### config.mk
export PLATFORM = sky130hd
export DESIGN_NAME = dbus_ic
export DESIGN_NICKNAME = d
export VERILOG_FILES = /design/src/rtl/dbus_pkg.sv /design/src/rtl/dbus_ic_wdog.sv /design/src/rtl/dbus_ic.sv
export SDC_FILE = /design/constraint.sdc
export NUM_CORES = 1
export LEC_CHECK = 0
export BUFFER_PORTS_ARGS = -buffer_cell sky130_fd_sc_hd__buf_4
export CAP_MARGIN = 20
export CORE_ASPECT_RATIO = 0.7
export CORE_MARGIN = 2
export CORE_UTILIZATION = 45
export DETAILED_ROUTE_END_ITERATION = 6
export PLACE_DENSITY = 0.8
export SLEW_MARGIN = 20
export SYNTH_ARGS = -nofsm -noshare
export SYNTH_HDL_FRONTEND = slang
export SYNTH_SLANG_ARGS = --single-unit
export TNS_END_PERCENT = 5
### constraint.sdc
create_clock -name clk -period 2 [get_ports clk]
set_input_delay 0.2 -clock clk [delete_from_list [all_inputs] [get_ports clk]]
set_output_delay 0.2 -clock clk [all_outputs]
set_load 0.01 [all_outputs]
### src/rtl/dbus_pkg.sv
// Shared data-bus definitions: FSM state encoding and default bus geometry
// used by the interconnect and its slaves.
package dbus_pkg;

   typedef enum logic [1:0] {
      IDLE = 2'd0,
      BUSY = 2'd1,
      RESP = 2'd2
   } dbus_state_e;

   localparam int DBUS_DW  = 16;
   localparam int DBUS_AW  = 16;
   localparam int DBUS_BSW = 4;

endpackage

### src/rtl/dbus_ic_wdog.sv
// Transfer watchdog: counts stalled BUSY cycles and pulses exp_o on the
// cycle the counter sits at its all-ones value while still enabled.
module dbus_ic_wdog #(
   parameter int TO_W = 8
) (
   input  logic clk,
   input  logic rst,
   input  logic clr_i,
   input  logic en_i,
   output logic exp_o
);

   logic [TO_W-1:0] cnt_q;
   logic [TO_W-1:0] cnt_d;

   // Clear dominates so every new transfer starts counting from zero.
   always_comb begin
      cnt_d = cnt_q;
      if (clr_i) begin
         cnt_d = '0;
      end else if (en_i) begin
         cnt_d = cnt_q + 1'b1;
      end
   end

   always_ff @(posedge clk) begin
      if (rst) begin
         cnt_q <= '0;
      end else begin
         cnt_q <= cnt_d;
      end
   end

   assign exp_o = en_i && (cnt_q == '1);

endmodule

### src/rtl/dbus_ic.sv
// Request/acknowledge data-bus interconnect: one master fanned out to NS banks
// selected by the top BSW address bits. Optional watchdog: DBUS_IC_TIMEOUT_EN.
module dbus_ic
   import dbus_pkg::*;
#(
   parameter int DW   = DBUS_DW,
   parameter int AW   = DBUS_AW,
   parameter int BSW  = DBUS_BSW,
   parameter int NS   = 4,
   parameter int TO_W = 8
) (
   input  logic               clk,
   input  logic               rst,
   input  logic               m_req,
   input  logic               m_we,
   input  logic [AW-1:0]      m_addr,
   input  logic [DW-1:0]      m_din,
   output logic               m_rdy,
   output logic [DW-1:0]      m_dout,
   output logic               m_err,
   output logic [AW-1:0]      err_addr,
   output logic [NS-1:0]      s_req,
   output logic               s_we,
   output logic [AW-BSW-1:0]  s_addr,
   output logic [DW-1:0]      s_din,
   input  logic [NS*DW-1:0]   s_dout,
   input  logic [NS-1:0]      s_ack
);

   if (NS < 1 || NS > (1 << BSW) || BSW >= AW || TO_W < 1) begin : gBadParams
      $error("dbus_ic: illegal parameter combination");
   end

   dbus_state_e       state_q, state_d;
   logic [NS-1:0]     sReq_q, sReq_d;
   logic              sWe_q, sWe_d;
   logic [AW-BSW-1:0] sAddr_q, sAddr_d;
   logic [DW-1:0]     sDin_q, sDin_d;
   logic [BSW-1:0]    bank_q, bank_d;
   logic [DW-1:0]     mDout_q, mDout_d;
   logic              mErr_q, mErr_d;
   logic [AW-1:0]     errAddr_q, errAddr_d;

   logic [BSW-1:0]    reqBank;
   logic              reqMapped;
   logic              ackSel;
   logic              wdogExp;

   assign reqBank   = m_addr[AW-1 -: BSW];
   assign reqMapped = int'(reqBank) < NS;
   // sReq_q is one-hot on the selected bank, so this masks off foreign acks.
   assign ackSel    = |(s_ack & sReq_q);

`ifdef DBUS_IC_TIMEOUT_EN
   dbus_ic_wdog #(
      .TO_W (TO_W)
   ) uWdog (
      .clk   (clk),
      .rst   (rst),
      .clr_i (state_q != BUSY),
      .en_i  ((state_q == BUSY) && !ackSel),
      .exp_o (wdogExp)
   );
`else
   assign wdogExp = 1'b0;
`endif

   // Next-state and registered-output logic; an ack always beats expiry.
   always_comb begin
      state_d   = state_q;
      sReq_d    = sReq_q;
      sWe_d     = sWe_q;
      sAddr_d   = sAddr_q;
      sDin_d    = sDin_q;
      bank_d    = bank_q;
      mDout_d   = mDout_q;
      mErr_d    = mErr_q;
      errAddr_d = errAddr_q;
      unique case (state_q)
         IDLE: begin
            if (m_req) begin
               sWe_d   = m_we;
               sAddr_d = m_addr[AW-BSW-1:0];
               sDin_d  = m_din;
               bank_d  = reqBank;
               if (reqMapped) begin
                  for (int k = 0; k < NS; k++) begin
                     sReq_d[k] = (int'(reqBank) == k);
                  end
                  state_d = BUSY;
               end else begin
                  mErr_d    = 1'b1;
                  errAddr_d = m_addr;
                  state_d   = RESP;
               end
            end
         end
         BUSY: begin
            if (ackSel) begin
               if (!sWe_q) begin
                  for (int k = 0; k < NS; k++) begin
                     if (int'(bank_q) == k) begin
                        mDout_d = s_dout[k*DW +: DW];
                     end
                  end
               end
               mErr_d  = 1'b0;
               sReq_d  = '0;
               state_d = RESP;
            end else if (wdogExp) begin
               mErr_d    = 1'b1;
               errAddr_d = {bank_q, sAddr_q};
               sReq_d    = '0;
               state_d   = RESP;
            end
         end
         RESP: begin
            state_d = IDLE;
         end
         default: begin
            sReq_d  = '0;
            state_d = IDLE;
         end
      endcase
   end

   always_ff @(posedge clk) begin
      if (rst) begin
         state_q   <= IDLE;
         sReq_q    <= '0;
         sWe_q     <= 1'b0;
         sAddr_q   <= '0;
         sDin_q    <= '0;
         bank_q    <= '0;
         mDout_q   <= '0;
         mErr_q    <= 1'b0;
         errAddr_q <= '0;
      end else begin
         state_q   <= state_d;
         sReq_q    <= sReq_d;
         sWe_q     <= sWe_d;
         sAddr_q   <= sAddr_d;
         sDin_q    <= sDin_d;
         bank_q    <= bank_d;
         mDout_q   <= mDout_d;
         mErr_q    <= mErr_d;
         errAddr_q <= errAddr_d;
      end
   end

   assign m_rdy    = (state_q == RESP);
   assign m_dout   = mDout_q;
   assign m_err    = mErr_q;
   assign err_addr = errAddr_q;
   assign s_req    = sReq_q;
   assign s_we     = sWe_q;
   assign s_addr   = sAddr_q;
   assign s_din    = sDin_q;

endmodule

# --- After elaboration in Yosys (flattened, before gate mapping) ---
# Index checks and enable logic that the tools add are counted.
op_classes:
  n_lt_le_gt_ge: 1
  eq_ne: 12
  mux: 16
  bitwise: 4
  n_reduce_logical: 12
op_table:
  columns: ["op", "count"]
  rows:
  - ["2-to-1 mux 16 bit", 4]
  - ["== test 4 x 3 -> 1 bit (second input constant)", 4]
  - ["2-to-1 mux 4 bit", 3]
  - ["one-hot mux 4 bit (3 select lines)", 1]
  - ["AND reduction 4 bit", 3]
  - ["== test 4 x 2 -> 1 bit (second input constant)", 2]
  - ["logical NOT 4 bit", 2]
  - ["inequality test 2 bit (second input constant)", 4]
  - ["2-to-1 mux 2 bit", 3]
  - ["AND 4 bit", 1]
  - ["less-than comparator 4 x 3 -> 1 bit (second input constant)", 1]
  - ["one-hot mux 2 bit (2 select lines)", 1]
  - ["AND reduction 2 bit", 2]
  - ["nonzero test 4 bit", 1]
  - ["OR reduction 4 bit", 1]
  - ["2-to-1 mux 1 bit", 3]
  - ["inverter 1 bit", 3]
  - ["AND reduction 3 bit", 1]
  - ["== test 2 x 1 -> 1 bit (second input constant)", 1]
  - ["== test 2 bit (second input constant)", 1]
  - ["logical NOT 2 bit", 1]
  - ["one-hot mux 1 bit (2 select lines)", 1]
  - ["nonzero test 2 bit", 1]
word_totals:
  regBits: 72
  out_inout_bits: 67
  wordCells: 54

# --- Longest topological paths before layout ---
depth:
  word_depth: 5
  ltp_mapped: 7
  mapped_depth_nobuf: 4

# --- Worst setup path after synthesis ---
# OpenSTA, ideal clock, no wires.
synth_timing:
  kind: "register to register"
  from: "register sReq_q[0] (netlist: s_req[0])"
  to: "register mDout_q[11] (netlist: m_dout[11])"
  arrival_ps: 1415
  required_time_ps: 1941
  path_slack_ps: 526
  stages_incl_launch_ff: 6
  cell_sequence: "dfxtp_1 a22o_1 or2_1 a21oi_2 buf_2 a32o_2"
synth_between:
  elab_chain_cells: 3
synth_rtl:
  columns: ["element", "line", "rtl"]
  rows:
  - ["from (decl)", "dbus_ic.sv:35", "logic [NS-1:0] sReq_q, sReq_d;"]
  - ["from (signal assigned)", "dbus_ic.sv:140", "sReq_q <= sReq_d;"]
  - ["AND 4 bit", "dbus_ic.sv:52", "assign ackSel = |(s_ack & sReq_q);"]
  - ["OR reduction 4 bit", "dbus_ic.sv:52", null]
  - ["AND reduction 4 bit (no line)", null, null]
  - ["to (signal assigned)", "dbus_ic.sv:145", "mDout_q <= mDout_d;"]
  - ["to (decl)", "dbus_ic.sv:40", "logic [DW-1:0] mDout_q, mDout_d;"]
# Every way passes these cells.
# A chain may end at the register's enable or synchronous reset.

# --- Worst setup path after layout ---
layout_timing:
  from: "register bank_q[2]"
  to: "register mDout_q[13] (netlist: m_dout[13])"
layout_between:
  elab_chain_cells: 4
layout_rtl:
  columns: ["element", "line", "rtl"]
  rows:
  - ["from (decl)", "dbus_ic.sv:39", "logic [BSW-1:0] bank_q, bank_d;"]
  - ["from (signal assigned)", "dbus_ic.sv:144", "bank_q <= bank_d;"]
  - ["== test 4 x 2 -> 1 bit", "dbus_ic.sv:102", "if (int'(bank_q) == k) begin"]
  - ["2-to-1 mux 16 bit (3 in series)", "dbus_ic.sv:102", null]
# Parallel ways exist; a longest one is shown, timed or not.

==> impl_metrics.csv <==
group,metric,value,unit
floorplan,ios,171,
power,p_sw,896,uW
yosys,yosys_warnings,0,
power,seqPwrFrac,0.464,
power,pwr-share-clk,0.334,
floorplan,placementRows,26,
power,cellInternalPower,2450,uW
yosys,synth_area_leader_cell,"dfxtp_1",
yosys,ys_types,36,
finish,finalInstanceArea,0.00482,sq mm
placed_design,dp_hpwl,6.98,mm
grt,grt_max_degree,60,
critical_path,worstPathRequired,2.28,ns
yosys,syn_area_per_cell,8.25,sq um
placed_design,place_congestion,0.818,
grt,grtUsageMet2,0.384,
clocking,ctsRootBufferMaster,"clkbuf_8",
timing,setup_tns,0,ns
critical_path,crit_type,"reg2reg",
timing,fin_hold_ws,0.102,ns
finish,final.fill_count,608,
yosys,synth-seq-area-share,0.437,
grt,overflow,0,
floorplan,design.core.area,0.00719,sq mm
yosys,syn_inst,400,
yosys,synthTopCellsByArea,"dfxtp_1 44%, nand2_1 11%, a21oi_1 10%",
finish,final_util,0.671,
timing,timing.final.crit_share,0.884,
critical_path,critical_path.max_stage_delay,0.47,ns
drt,wl_per_cell,14.5,microns
timing,hold_violations,0,
power,pwr-share-comb,0.202,
grt,antenna_found_initial,0,
timing,worst_slew_pin_slew,0.647,ns
finish,drive_gt1_frac,0.371,
power,peakVddDrop,0.454,mV
run,drv_cap,0,
yosys,yosysTopAreaCellShare,0.437,
placed_design,portBuffers,170,
clocking,clockBufferDepth,2,
drt,totalWireLength,9.58,mm
grt,grt_pass1_vias,3128,
finish,diodes,0,
yosys,synthFlopType,"dfxtp_1",
timing,drv_slew,0,
floorplan,die-area,0.00804,sq mm
yosys,ys_ff_latch,72,
clocking,cts_made_buffers,9,
critical_path,slowest_stage,"or2_1",
timing,finalClockSkew,0.00669,ns
critical_path,crit_path_end_kind,"register",
outcome,status,"completed",
timing,max_slew_margin,0.568,
grt,met3_usage,0.0847,
grt,globalRouteTotalUtil,0.230,
finish,fin_nets,664,
power,leakagePower,0.00213,uW
yosys,post-synth-top-count-cell,"nand2_1",
finish,syn_to_final_growth,46.2,%
critical_path,timing.reg2reg.setup_slack,0.23,ns
drt,ant_nets,0,
grt,grt_use_met1,0.283,
yosys,synth_edf_count,0,
grt,grt.busiest_layer,"met2",
clocking,clk_latency,0.34,ns
grt,grt_pass1_wl,14.8,mm
floorplan,fp.dieW,106,microns
timing,period_needed,1.77,ns
power,swShare,0.268,
floorplan,initial_utilization,0.459,
clocking,cts_tree,"done",
timing,grt_setup_unrepaired,"no",
drt,drc,0,
clocking,cts_sinks,72,
critical_path,arrival,2.05,ns
drt,drtIter0Drc,186,
yosys,synth_area,0.00330,sq mm
critical_path,cp_max_fo,17,
drt,viasPerCell,5.20,
yosys,synthArstFlopShare,0,
drt,first_pass_iters,4,
min_path,min_path_type,"in2reg",
power,cellPowerDensity,694,mW/mm^2
critical_path,startpoint_type,"register",
timing,maxClockFrequency,566,MHz
placed_design,place_area,0.00463,sq mm
floorplan,fp.dieH,75.6,microns
yosys,synth_common_cells,"98 x nand2_1, 72 x dfxtp_1, 67 x a21oi_1",
timing,final-setup-viol-count,0,
clocking,clk_pin_slew,0.07,ns
drt,via_count,3440,
clocking,ctsHtreeMaxLevel,3,
critical_path,cp_cell_sequence,"or2_1, nor3_4, nor3b_4, buf_4, a32o_2",
yosys,syn_nets,504,
## worst paths after layout
path / cells after the start / from / endpoint
max: 5 / bank_q[2]$_SDFFE_PP0P_ / m_dout[13]$_SDFFE_PP0P_
min: 3 / m_din[8] / s_din[8]$_SDFFE_PP0P_
max reg2reg: 5 / bank_q[2]$_SDFFE_PP0P_ / m_dout[13]$_SDFFE_PP0P_
min reg2reg: 2 / s_addr[6]$_SDFFE_PP0P_ / s_addr[6]$_SDFFE_PP0P_
## final cells by class
type / count / area (sq um) / share of cell area
Multi-Input combinational cell: 298 / 1720 / 0.358
Sequential cell: 72 / 1440 / 0.299
Timing Repair Buffer: 179 / 1340 / 0.279
Clock buffer: 12 / 145 / 0.0301
Tap cell: 98 / 123 / 0.0254
Clock inverter: 3 / 42.5 / 0.00882
## layout by cell type (no fill, tap or decap), types with 3 or more instances in the layout
cell type  synthesis  final
dfxtp_1           72     71
clkbuf_8           0     10
a21oi_1           67     67
a32o_2             5      5
o21bai_1          17     17
mux2i_1           16     16
nand3b_1           5      5
buf_4              1    179
nor2_1            34     34
a32o_1            11     11
nor3b_1           18     18
nand2_1           98     98
o21ai_0            3      3
## per-layer routing
| layer | up-vias | part of all wire |
|---|---|---|
| li1 | 1701 | - |
| met1 | 1593 | 0.42 |
| met5 | - | 0 |
| met2 | 134 | 0.49 |
| met4 | 0 | 0.014 |
| met3 | 12 | 0.082 |
## power by group through the flow
stage,Clock [uW],Combinational (uW),Sequential (uW)
after floorplan,0,316,1600
after global placement,0,665,1580
after detailed placement,0,677,1580
after CTS,1140,679,1550
after global routing,1190,741,1560
final,1120,677,1550
## sequential cells by signal (all words and copies together), names as in the netlist
| name | count |
|---|---|
| err_addr | 16 |
| m_dout | 16 |
| s_din | 16 |
| s_addr | 12 |
| bank_q | 4 |
| s_req | 4 |
| state_q | 2 |
| m_err | 1 |
| s_we | 1 |
## metrics by stage
stage	worst slack, ns	power [uW]	instances
after floorplan	0.526	1920	400
after global placement	0.201	2240	647
after detailed placement	0.126	2260	647
after CTS	0.112	3370	662
after global routing	0.131	3490	662
final	0.232	3340	662
## critical path, delay by kind of cell, from the launching register on
| family | cells | cell delay [ns] |
|---|---|---|
| buf+inv | 1 | 0.24 |
| simple gates | 3 | 0.94 |
| flops | 1 | 0.33 |
| compound gates | 1 | 0.19 |
## cell families after synthesis
kind of cell,count (synthesis),synth area share
buffers and inverters,30,0.0444
muxes,16,0.0486
DFF,72,0.437
AOI/OAI and AO/OA,110,0.215
and+or+nand+nor,172,0.255
## timing repair
item	4_1_cts	5_1_grt
setup endpoints to repair	0	16
hold buffers	0	0
setup buffers	0	0
gates resized for setup	0	1
(Power assumes the default switching activity.)
